===== src/rtl/disp_param_sched.sv =====
// Display parameter scheduler: buffers producer updates in shadow registers and
// commits them to the display outputs on a vertical-blanking rise, plus view toggling.
module disp_param_sched #(
  parameter int unsigned HOLD_FRAMES = 60,
  parameter int unsigned AUTO_SWITCH = 1
) (
  input  logic        clk,
  input  logic        rst,
  input  logic        vblank,
  input  logic        zx_valid,
  output logic        zx_ready,
  input  logic [15:0] zx_p_in,
  input  logic [15:0] zx_f_in,
  input  logic        fzx_valid,
  output logic        fzx_ready,
  input  logic [15:0] fzx_p_in,
  input  logic [15:0] fzx_f_in,
  input  logic [63:0] fzx_h_in,
  output logic [15:0] zx_P,
  output logic [15:0] zx_F,
  output logic [15:0] fzx_P,
  output logic [15:0] fzx_F,
  output logic [15:0] fzx_2_F,
  output logic [15:0] fzx_3_F,
  output logic [15:0] fzx_4_F,
  output logic [15:0] fzx_5_F,
  output logic        switch,
  output logic        commit
);

  typedef enum logic [1:0] {IDLE, ARMED, COMMIT} state_t;

  localparam logic [7:0] FRAME_LAST = 8'(HOLD_FRAMES - 1);

  state_t      state_q, state_d;
  logic        vblank_q;
  logic        rise;
  logic [15:0] zx_p_q, zx_f_q, fzx_p_q, fzx_f_q;
  logic [63:0] fzx_h_q;
  logic        zx_pend_q, fzx_pend_q;
  logic        last_fzx_q;
  logic [7:0]  frame_q;
  logic        switch_q, commit_q;
  logic [15:0] zx_P_q, zx_F_q, fzx_P_q, fzx_F_q;
  logic [63:0] fzx_h_out_q;
  logic        accept_ok, zx_elig, fzx_elig, zx_grant, fzx_grant;
  logic        zx_take, fzx_take;

  assign rise = vblank & ~vblank_q;

  // Round-robin between the two producers; last_fzx_q favours zx on a tie.
  assign accept_ok = (state_q == IDLE) || (state_q == ARMED);
  assign zx_elig   = zx_valid & ~zx_pend_q;
  assign fzx_elig  = fzx_valid & ~fzx_pend_q;
  assign zx_grant  = zx_elig & (~fzx_elig | last_fzx_q);
  assign fzx_grant = fzx_elig & ~zx_grant;
  assign zx_ready  = ~rst & accept_ok & zx_grant;
  assign fzx_ready = ~rst & accept_ok & fzx_grant;
  assign zx_take   = zx_valid & zx_ready;
  assign fzx_take  = fzx_valid & fzx_ready;

  always_comb begin
    state_d = state_q;
    case (state_q)
      IDLE:    if (zx_pend_q || fzx_pend_q) state_d = ARMED;
      ARMED:   if (rise) state_d = COMMIT;
      COMMIT:  state_d = IDLE;
      default: state_d = IDLE;
    endcase
  end

  always_ff @(posedge clk) begin
    if (rst) begin
      state_q     <= IDLE;
      vblank_q    <= 1'b1;
      zx_p_q      <= '0;
      zx_f_q      <= '0;
      fzx_p_q     <= '0;
      fzx_f_q     <= '0;
      fzx_h_q     <= '0;
      zx_pend_q   <= 1'b0;
      fzx_pend_q  <= 1'b0;
      last_fzx_q  <= 1'b1;
      frame_q     <= '0;
      switch_q    <= 1'b1;
      commit_q    <= 1'b0;
      zx_P_q      <= '0;
      zx_F_q      <= '0;
      fzx_P_q     <= '0;
      fzx_F_q     <= '0;
      fzx_h_out_q <= '0;
    end else begin
      state_q  <= state_d;
      vblank_q <= vblank;
      commit_q <= (state_q == COMMIT);

      if (zx_take) begin
        zx_p_q     <= zx_p_in;
        zx_f_q     <= zx_f_in;
        zx_pend_q  <= 1'b1;
        last_fzx_q <= 1'b0;
      end
      if (fzx_take) begin
        fzx_p_q    <= fzx_p_in;
        fzx_f_q    <= fzx_f_in;
        fzx_h_q    <= fzx_h_in;
        fzx_pend_q <= 1'b1;
        last_fzx_q <= 1'b1;
      end

      // No transfer can be accepted in COMMIT, so clearing pending here never races a capture.
      if (state_q == COMMIT) begin
        if (zx_pend_q) begin
          zx_P_q <= zx_p_q;
          zx_F_q <= zx_f_q;
        end
        if (fzx_pend_q) begin
          fzx_P_q     <= fzx_p_q;
          fzx_F_q     <= fzx_f_q;
          fzx_h_out_q <= fzx_h_q;
        end
        zx_pend_q  <= 1'b0;
        fzx_pend_q <= 1'b0;
      end

      if (rise) begin
        if (frame_q == FRAME_LAST) begin
          frame_q <= '0;
          if (AUTO_SWITCH != 0) switch_q <= ~switch_q;
        end else begin
          frame_q <= frame_q + 8'd1;
        end
      end
    end
  end

  assign zx_P    = zx_P_q;
  assign zx_F    = zx_F_q;
  assign fzx_P   = fzx_P_q;
  assign fzx_F   = fzx_F_q;
  assign fzx_2_F = fzx_h_out_q[15:0];
  assign fzx_3_F = fzx_h_out_q[31:16];
  assign fzx_4_F = fzx_h_out_q[47:32];
  assign fzx_5_F = fzx_h_out_q[63:48];
  assign switch  = switch_q;
  assign commit  = commit_q;

endmodule


===== config.mk =====
export PLATFORM = sky130hd
export DESIGN_NAME = disp_param_sched
export DESIGN_NICKNAME = d
export VERILOG_FILES = /design/src/rtl/disp_param_sched.sv
export SDC_FILE = /design/constraint.sdc
export NUM_CORES = 1
export LEC_CHECK = 0
export CORE_UTILIZATION = 25
export DETAILED_ROUTE_END_ITERATION = 10
export GPL_TIMING_DRIVEN = 0
export PLACE_DENSITY = 0.48
export SLEW_MARGIN = 5
export SYNTH_ARGS = -nofsm -noshare
export SYNTH_HDL_FRONTEND = slang
export SYNTH_SLANG_ARGS = --single-unit

===== constraint.sdc =====
create_clock -name clk -period 2.58 [get_ports clk]
set_input_delay 0.516 -clock clk [delete_from_list [all_inputs] [get_ports clk]]
set_output_delay 0.516 -clock clk [all_outputs]
set_load 0.01 [all_outputs]

Yosys cells after proc, flatten, opt, wreduce, memory -nomap -nowiden. Index checks and enable logic that the tools add are counted.

Logic and storage cells: 55. Register bits after elaboration: 272. Bits of input ports: 133. Output and inout bits: 132.

Add/subtract/negate cells: 1. Bitwise operators: 18. Eq/ne operators: 5. Reduce and logical (&&, ||, !) cells: 9. Multiplexer cells: 4.

Operator list (number): $and 1x1->1 (10); $add 8x1->8 const B (1); $eq 8x6->1 const B (1); $mux 8 (1); $reduce_and 2->1 (4); $not 1->1 (7); $mux 2 (2); $pmux 2 s2 (1); $reduce_or 2->1 (2); $eq 2x1->1 const B (1); $eq 2x2->1 const B (1); $logic_not 2->1 (1); $logic_or 1x1->1 (2); $ne 2x1->1 const B (1); $ne 2x2->1 const B (1); $or 1x1->1 (1).

Logic depth before layout (Yosys ltp). Gate-level depths: netlist of the first run.

Depth after elaboration: 10. Gate-level depth with buffers: 7. Gate-level depth less buffers: 4.

Worst setup path before layout of the first run. OpenSTA, ideal clock, no wires.

Kind: input-to-output. Start: input port zx_valid. End: output port fzx_ready. Stages: 6. Path slack: 513 ps. Buffers on the path: 3. Required time: 2064 ps. Arrival: 1551 ps. Cells stage by stage: nor2b_1 a2111o_1 buf_2 buf_6 buf_6 inv_1.

Longest elaborated chain between the ends: 5.

RTL lines: start, declared (line 10) `input logic zx_valid,`; $and 1x1->1 (line 53) `assign zx_elig = zx_valid & ~zx_pend_q;`; $and 1x1->1 (line 55) `assign zx_grant = zx_elig & (~fzx_elig | last_fzx_q);`; $not 1->1 (line 56) `assign fzx_grant = fzx_elig & ~zx_grant;`; $and 1x1->1 (line 56); $and 1x1->1 (line 58) `assign fzx_ready = ~rst & accept_ok & fzx_grant;`; end, declared (line 15) `output logic fzx_ready,`.

No other way between the ends.

Final worst setup path of the first run. Ends and elaborated chain as after synthesis.

==> flow_summary.toml, run 1 <==
[synthesis]
synthesis.area_um2 = 10100
ys_async_sr_fraction_pct = 0
synthesis.area_per_instance_um2 = 9.59
seq_area_frac_synth_pct = 54.1
synth-seq-cells = 272
synthCells = 1050
synthMostInstantiatedCell = "sky130_fd_sc_hd__dfxtp_1"
yosysWarningCount = 0
yosysTopAreaCellShare_pct = 54.1
synth_top_cells_by_count = "sky130_fd_sc_hd__dfxtp_1, sky130_fd_sc_hd__nand2_1, sky130_fd_sc_hd__a21oi_1"
synth.top_cells.by_area = "sky130_fd_sc_hd__dfxtp_1, sky130_fd_sc_hd__mux2_2, sky130_fd_sc_hd__nand2_1"
post_synth_num_cell_types = 38
yosys_most_used_dff = "sky130_fd_sc_hd__dfxtp_1"
synthDominantAreaCellType = "sky130_fd_sc_hd__dfxtp_1"
net_count_after_synthesis = 1184
edff_count_synth = 0

[route]
route.detailed.drc = 0
detailroute.via_count = 7978
drtIter0Drc = 236
wirelength_um = 29600
dr.pass1.iters = 4
drt-vias-per-instance = 4.21
drtAntennaViolNets = 0
wl_per_cell_um = 15.6

[floorplanning]
die-height_um = 203
fp.dieW_um = 203
coreArea_um2 = 39700
pin_count = 265
number_of_rows_created_at_floorplan = 73
effective_utilization_at_floorplan_pct = 25.4
dieArea_um2 = 41100

[global_routing]
initial_antenna_violation_count = 0
grt_max_degree = 28
grt_use_total_pct = 14.3
grt_pass1_vias = 8133
wire_length_of_the_first_global_routing_pass_um = 46000
grt_remaining_overflow = 0

[sta]
worst_max_slew_pin_slew_ps = 898
hold_viol = 0
finalSetupViolations = 0
rsz_0062_raised_after_global_routing = "no"
final_min_period_over_clock_period_pct = 98.6
final.setup.worst_slack_ps = 37.2
timing.fmax_mhz = 393
fin_hold_ws_ps = 426
period_needed_ps = 2540
final.setup.tns_ps = 0
tightest_slew_margin_relative_to_the_limit_pct = 40.2
final-max-slew-violation-count = 0
finalClockSkew_ps = 22.0

[clock_network]
numCtsBuffers = 31
cts_htree_levels = 1
clkSinkCount = 272
cts_tree = "yes"
ctsHoldBuffers = 0
clock_path_buffers = 3
root_buffer = "sky130_fd_sc_hd__clkbuf_16"
clk-insertion-delay-late_ps = 570
clkSlewWorstSetupHoldPaths_ps = 70

[worst_setup_path]
cp.required_ps = 2060
worst_path_dominant_cell_family = "buffers and inverters"
worst-endpoint-arrival_ps = 2030
cpMaxStageDelayCell = "sky130_fd_sc_hd__a2111o_1"
r2r_slack_ps = 400
timing.critical_path.buf_inv = 4
startpoint_type = "input port"
worstPathMaxFanout = 14
timing.critical_path.slowest_cell_delay_ps = 460
critPathKind = "in2out"
timing.critical_path.cells = "clkdlybuf4s50_1 > nor2b_2 > a2111o_1 > buf_12 > inv_1 > dlygate4sd2_1"
endpoint_kind_of_the_worst_setup_timing_path = "output pin"

[place]
dp_cells = 1839
postPlaceCellArea_um2 = 13400
numPortBuffers = 264
dp_hpwl_um = 20500
place.gp.congestion = 0.732
place_ws_ps = -785

[power]
power.density_cell_area_nw_per_um2 = 674
power_leakage_nw = 5.26
finalPower_mw = 9.77
irDropWorstVdd_uv = 472

[finish]
area_delta_synth_final_pct = 43.8
drive_above_1_share_pct = 15.2
register_area_um2 = 5450
multi_input_area_um2 = 4300
postLayoutCoreUtil_pct = 36.5
diodes = 0
fillerInstances = 4100
design_area_final_um2 = 14500
final_nets = 1482
finish.cell_count_without_fillers = 1897

[min_path]
worstHoldPathType = "reg2reg"

[job]
cap_violations = 0

[outcome]
outcome = "complete, no violations"
-- final cells by class --
| class | instances | area share (%) |
|---|---|---|
| inverter | 4 | 0.104 |
| clock inverter | 4 | 0.484 |
| tap | 525 | 4.53 |
| sequential | 272 | 37.6 |
| timing repair buffer | 268 | 18.5 |
| buffer | 70 | 2.17 |
| multi-input combinational | 701 | 29.7 |
| clock buffer | 53 | 6.89 |
-- worst register-to-register path: stages (launching register included) --
cell,delay (ps)
sky130_fd_sc_hd__dfxtp_1,290
sky130_fd_sc_hd__buf_4,160
sky130_fd_sc_hd__nand3b_1,380
sky130_fd_sc_hd__clkbuf_1,500
sky130_fd_sc_hd__clkbuf_1,510
sky130_fd_sc_hd__nand2_1,110
sky130_fd_sc_hd__a21oi_1,150
-- sequential cells by signal, indices dropped and copies added, names as in the netlist, 16 cells and up --
signal,flops
zx_f_q,16
fzx_h_out_q,64
zx_F,16
zx_p_q,16
fzx_F,16
fzx_p_q,16
fzx_f_q,16
fzx_h_q,64
fzx_P,16
zx_P,16
-- worst paths after layout --
check,endpoint,from,depth (start not counted)
worst max register to register,fzx_P[10],state_q[1],6
worst min register to register,zx_P[15],zx_p_q[15],2
worst min-delay path,zx_P[15],zx_p_q[15],2
worst max-delay path,fzx_ready,zx_valid,6
-- metal layers --
| layer | part of all wire, % | vias up | global-route usage (%) |
|---|---|---|---|
| met1 | 46 | 3691 | 18.7 |
| met5 | 0 | - | 0 |
| met2 | 45 | 204 | 23.1 |
| li1 | - | 4040 | - |
| met3 | 6.3 | 43 | 3.43 |
| met4 | 2.3 | 0 | 4.48 |
-- power breakdown --
part | total [mW] | switching (mW) | internal, mW | leakage [nW]
combinational | 0.740 | 0.273 | 0.467 | 2.52
clock | 4.55 | 1.76 | 2.80 | 0.528
sequential | 4.48 | 0.0851 | 4.39 | 2.21
-- what timing repair did --
action / CTS / global route
setup buffers: 2 / 1
pin swaps: 1 / 1
setup endpoints to repair: 92 / 9
cloned: 0 / 1
gates resized for setup: 10 / 3
-- layout by cell type, fill, tap and decap left out, types with 2 or more instances in the layout --
cell                              count
sky130_fd_sc_hd__o31ai_1              2
sky130_fd_sc_hd__nand2_1            258
sky130_fd_sc_hd__buf_2               19
sky130_fd_sc_hd__inv_1                4
sky130_fd_sc_hd__nor2_1               6
sky130_fd_sc_hd__bufinv_16            2
sky130_fd_sc_hd__o21ai_0              2
sky130_fd_sc_hd__or3b_2               2
sky130_fd_sc_hd__nor2b_1            130
sky130_fd_sc_hd__buf_1                6
sky130_fd_sc_hd__dfxtp_1            271
sky130_fd_sc_hd__mux2i_1              2
sky130_fd_sc_hd__nand3b_1             3
sky130_fd_sc_hd__or3_1                3
sky130_fd_sc_hd__nor3_1               5
sky130_fd_sc_hd__clkbuf_16           32
sky130_fd_sc_hd__a21oi_1            133
sky130_fd_sc_hd__dlygate4sd2_1        3
sky130_fd_sc_hd__nand2b_1             5
sky130_fd_sc_hd__buf_4                4
sky130_fd_sc_hd__nand4b_1             2
sky130_fd_sc_hd__clkdlybuf4s50_1    261
sky130_fd_sc_hd__mux2_4               7
sky130_fd_sc_hd__clkbuf_8            14
sky130_fd_sc_hd__and3b_1              2
sky130_fd_sc_hd__xnor2_1              2
sky130_fd_sc_hd__clkbuf_1            50
sky130_fd_sc_hd__clkinv_2             2
sky130_fd_sc_hd__mux2_2             121
-- cells by family after synthesis --
logic type               count (synthesis)  share of synthesized area [%]
AND/OR/NAND/NOR                        425                           20.2
flip-flops                             272                           54.1
AO/OA/AOI/OAI                          143                           7.38
multiplexers                           130                           14.8
buffers and inverters                   77                           3.29
XOR/XNOR                                 2                          0.174
adder cells (fa/ha/maj)                  1                          0.124
Power figures use the tool's default switching activity.
==> run 2: changes to the inputs <==
CAP_MARGIN = 40   (was default)
CORE_MARGIN = 2   (was default)
SKIP_CTS_REPAIR_TIMING = 1   (was default)
==> run 2 against run 1 <==
Effect of this change: wire length up 3.4%; first-iteration DRC count up 0.42%; setup slack better by 18 ps; count of clock-buffer cells in the layout up 1; highest routed layer is now met5; die area up 2.0%.
==> flow_summary.toml, run 2 (synthesis gave the netlist of run 1 again) <==
[outcome]
outcome = "complete, no violations"

[global_routing]
grt_remaining_overflow = 0
grt_pass1_vias = 8264
initial_antenna_violation_count = 2
grt_use_total_pct = 14.5
grt_max_degree = 13
wire_length_of_the_first_global_routing_pass_um = 46800

[worst_setup_path]
worstPathMaxFanout = 19
worst_path_dominant_cell_family = "buffers and inverters"
critPathKind = "in2out"
timing.critical_path.depth = 7
timing.critical_path.cells = "clkdlybuf4s50_1 > nor2b_2 > a2111o_1 > buf_8 > buf_12 > inv_1 > clkbuf_2"
endpoint_kind_of_the_worst_setup_timing_path = "output pin"
worstRegToRegCells = 6
timing.critical_path.slowest_cell_delay_ps = 400
timing.critical_path.buf_inv = 5
cp.required_ps = 2060
r2r_start = "state_q[1]"
startpoint_type = "input port"
crit-reg2reg-capture = "fzx_P[5]"
critical_path.startpoint = "zx_valid"
crit_end = "fzx_ready"
r2r_slack_ps = 300
cpMaxStageDelayCell = "sky130_fd_sc_hd__a2111o_1"
worst-endpoint-arrival_ps = 2010

[finish]
final_nets = 1491
diodes = 0
layout_commonest_cell = "sky130_fd_sc_hd__dfxtp_1"
drive_above_1_share_pct = 15.6
finish.cell_count_without_fillers = 1904
largestRegisters = "fzx_h_out_q x64, fzx_h_q x64"
layout_common_cells = "sky130_fd_sc_hd__dfxtp_1, sky130_fd_sc_hd__clkdlybuf4s50_1, sky130_fd_sc_hd__nand2_1"
area_delta_synth_final_pct = 44.4
design_area_final_um2 = 14500

[clock_network]
root_buffer = "sky130_fd_sc_hd__clkbuf_16"
clk-insertion-delay-late_ps = 520
cts_tree = "yes"
numCtsBuffers = 34
cts_htree_levels = 2
clock_path_buffers = 3
clkSinkCount = 272
clkSlewWorstSetupHoldPaths_ps = 60

[route]
route.detailed.drc = 0
dr.pass1.iters = 4
drtAntennaViolNets = 0
wirelength_um = 30600
drtIter0Drc = 237
detailroute.via_count = 8032
wl_per_cell_um = 16.1
drt-vias-per-instance = 4.22

[floorplanning]
dieArea_um2 = 41900
fp.dieW_um = 205
die-height_um = 205
effective_utilization_at_floorplan_pct = 25.4
coreArea_um2 = 39700
number_of_rows_created_at_floorplan = 73
pin_count = 265

[job]
cap_violations = 0

[sta]
hold_viol = 0
finalClockSkew_ps = 8.57
fin_hold_ws_ps = 440
period_needed_ps = 2520
final_min_period_over_clock_period_pct = 97.9
rsz_0062_raised_after_global_routing = "yes"
worst_max_slew_pin_slew_ps = 782
final-max-slew-violation-count = 0
finalSetupViolations = 0
final.setup.tns_ps = 0
timing.fmax_mhz = 396
tightest_slew_margin_relative_to_the_limit_pct = 47.8

[power]
switching_power_mw = 2.16
share_clk_of_total_power_pct = 47.0
power_leakage_nw = 5.31
power.density_cell_area_nw_per_um2 = 677
power_frac_comb_pct = 7.6
internal_power_mw = 7.70
sw_frac_of_total_pct = 21.9
finalPower_mw = 9.86
power.share.sequential_pct = 45.4
irDropWorstVdd_uv = 393

[place]
dp_hpwl_um = 21300
numPortBuffers = 264
postPlaceCellArea_um2 = 13400
dp_cells = 1841
place.gp.congestion = 0.750

[min_path]
worstHoldPathType = "reg2reg"
==> run 2: layer usage <==
| layer | vias up | global-route usage [%] | part of all wire [%] |
|---|---|---|---|
| li1 | 4073 | - | - |
| met1 | 3713 | 18.9 | 47 |
| met4 | 2 | 5.02 | 2.1 |
| met5 | - | 0 | 0.046 |
| met2 | 205 | 22.9 | 44 |
| met3 | 39 | 4.25 | 6.9 |
==> run 2: stage by stage <==
stage | setup slack, ps | utilization [%]
after global routing | -27.7 | 36.6
after CTS | -658 | 36.5
final | 55.1 | 36.6
after detailed placement | -681 | 33.7
after global placement | -936 | 33.7
after floorplan | 513 | -
==> run 2: power groups by stage <==
stage / Combinational [mW] / Sequential (mW) / Clock (mW)
global route: 0.814 / 4.50 / 4.98
detailed placement: 0.750 / 4.57 / 0
CTS: 0.754 / 4.48 / 4.79
finish: 0.748 / 4.48 / 4.63
global placement: 0.739 / 4.56 / 0
floorplan: 0.417 / 4.55 / 0
==> run 2: how the worst min path moves through the flow <==
stage                     start         endpoint  slack (ps)  depth (start not counted)
finish              fzx_h_q[17]  fzx_h_out_q[17]         440                          2
global route         zx_p_q[13]         zx_P[13]         460                          2
CTS                 fzx_h_q[44]  fzx_h_out_q[44]         440                          2
detailed placement    zx_f_q[9]          zx_F[9]         440                          2
global placement      zx_p_q[9]          zx_P[9]         430                          2
floorplan            fzx_f_q[0]         fzx_F[0]         430                          2
==> run 2: tightest hold or removal path: cells and delay by family (launching register included) <==
family           cells  cell delay (ps)
AO/OA/AOI/OAI        1               50
AND/OR/NAND/NOR      1               50
flip-flops           1              300
==> run 2: layout make-up <==
| type | instances | area [um2] |
|---|---|---|
| clock buffers | 54 | 1070 |
| repair buffers | 272 | 2710 |
| well taps | 525 | 657 |
| inverters | 4 | 15.0 |
| flip-flops and latches | 272 | 5450 |
| clock inverters | 4 | 22.5 |
| multi-input cells | 701 | 4300 |
| plain buffers | 72 | 330 |
| fillers | 4026 | 25200 |
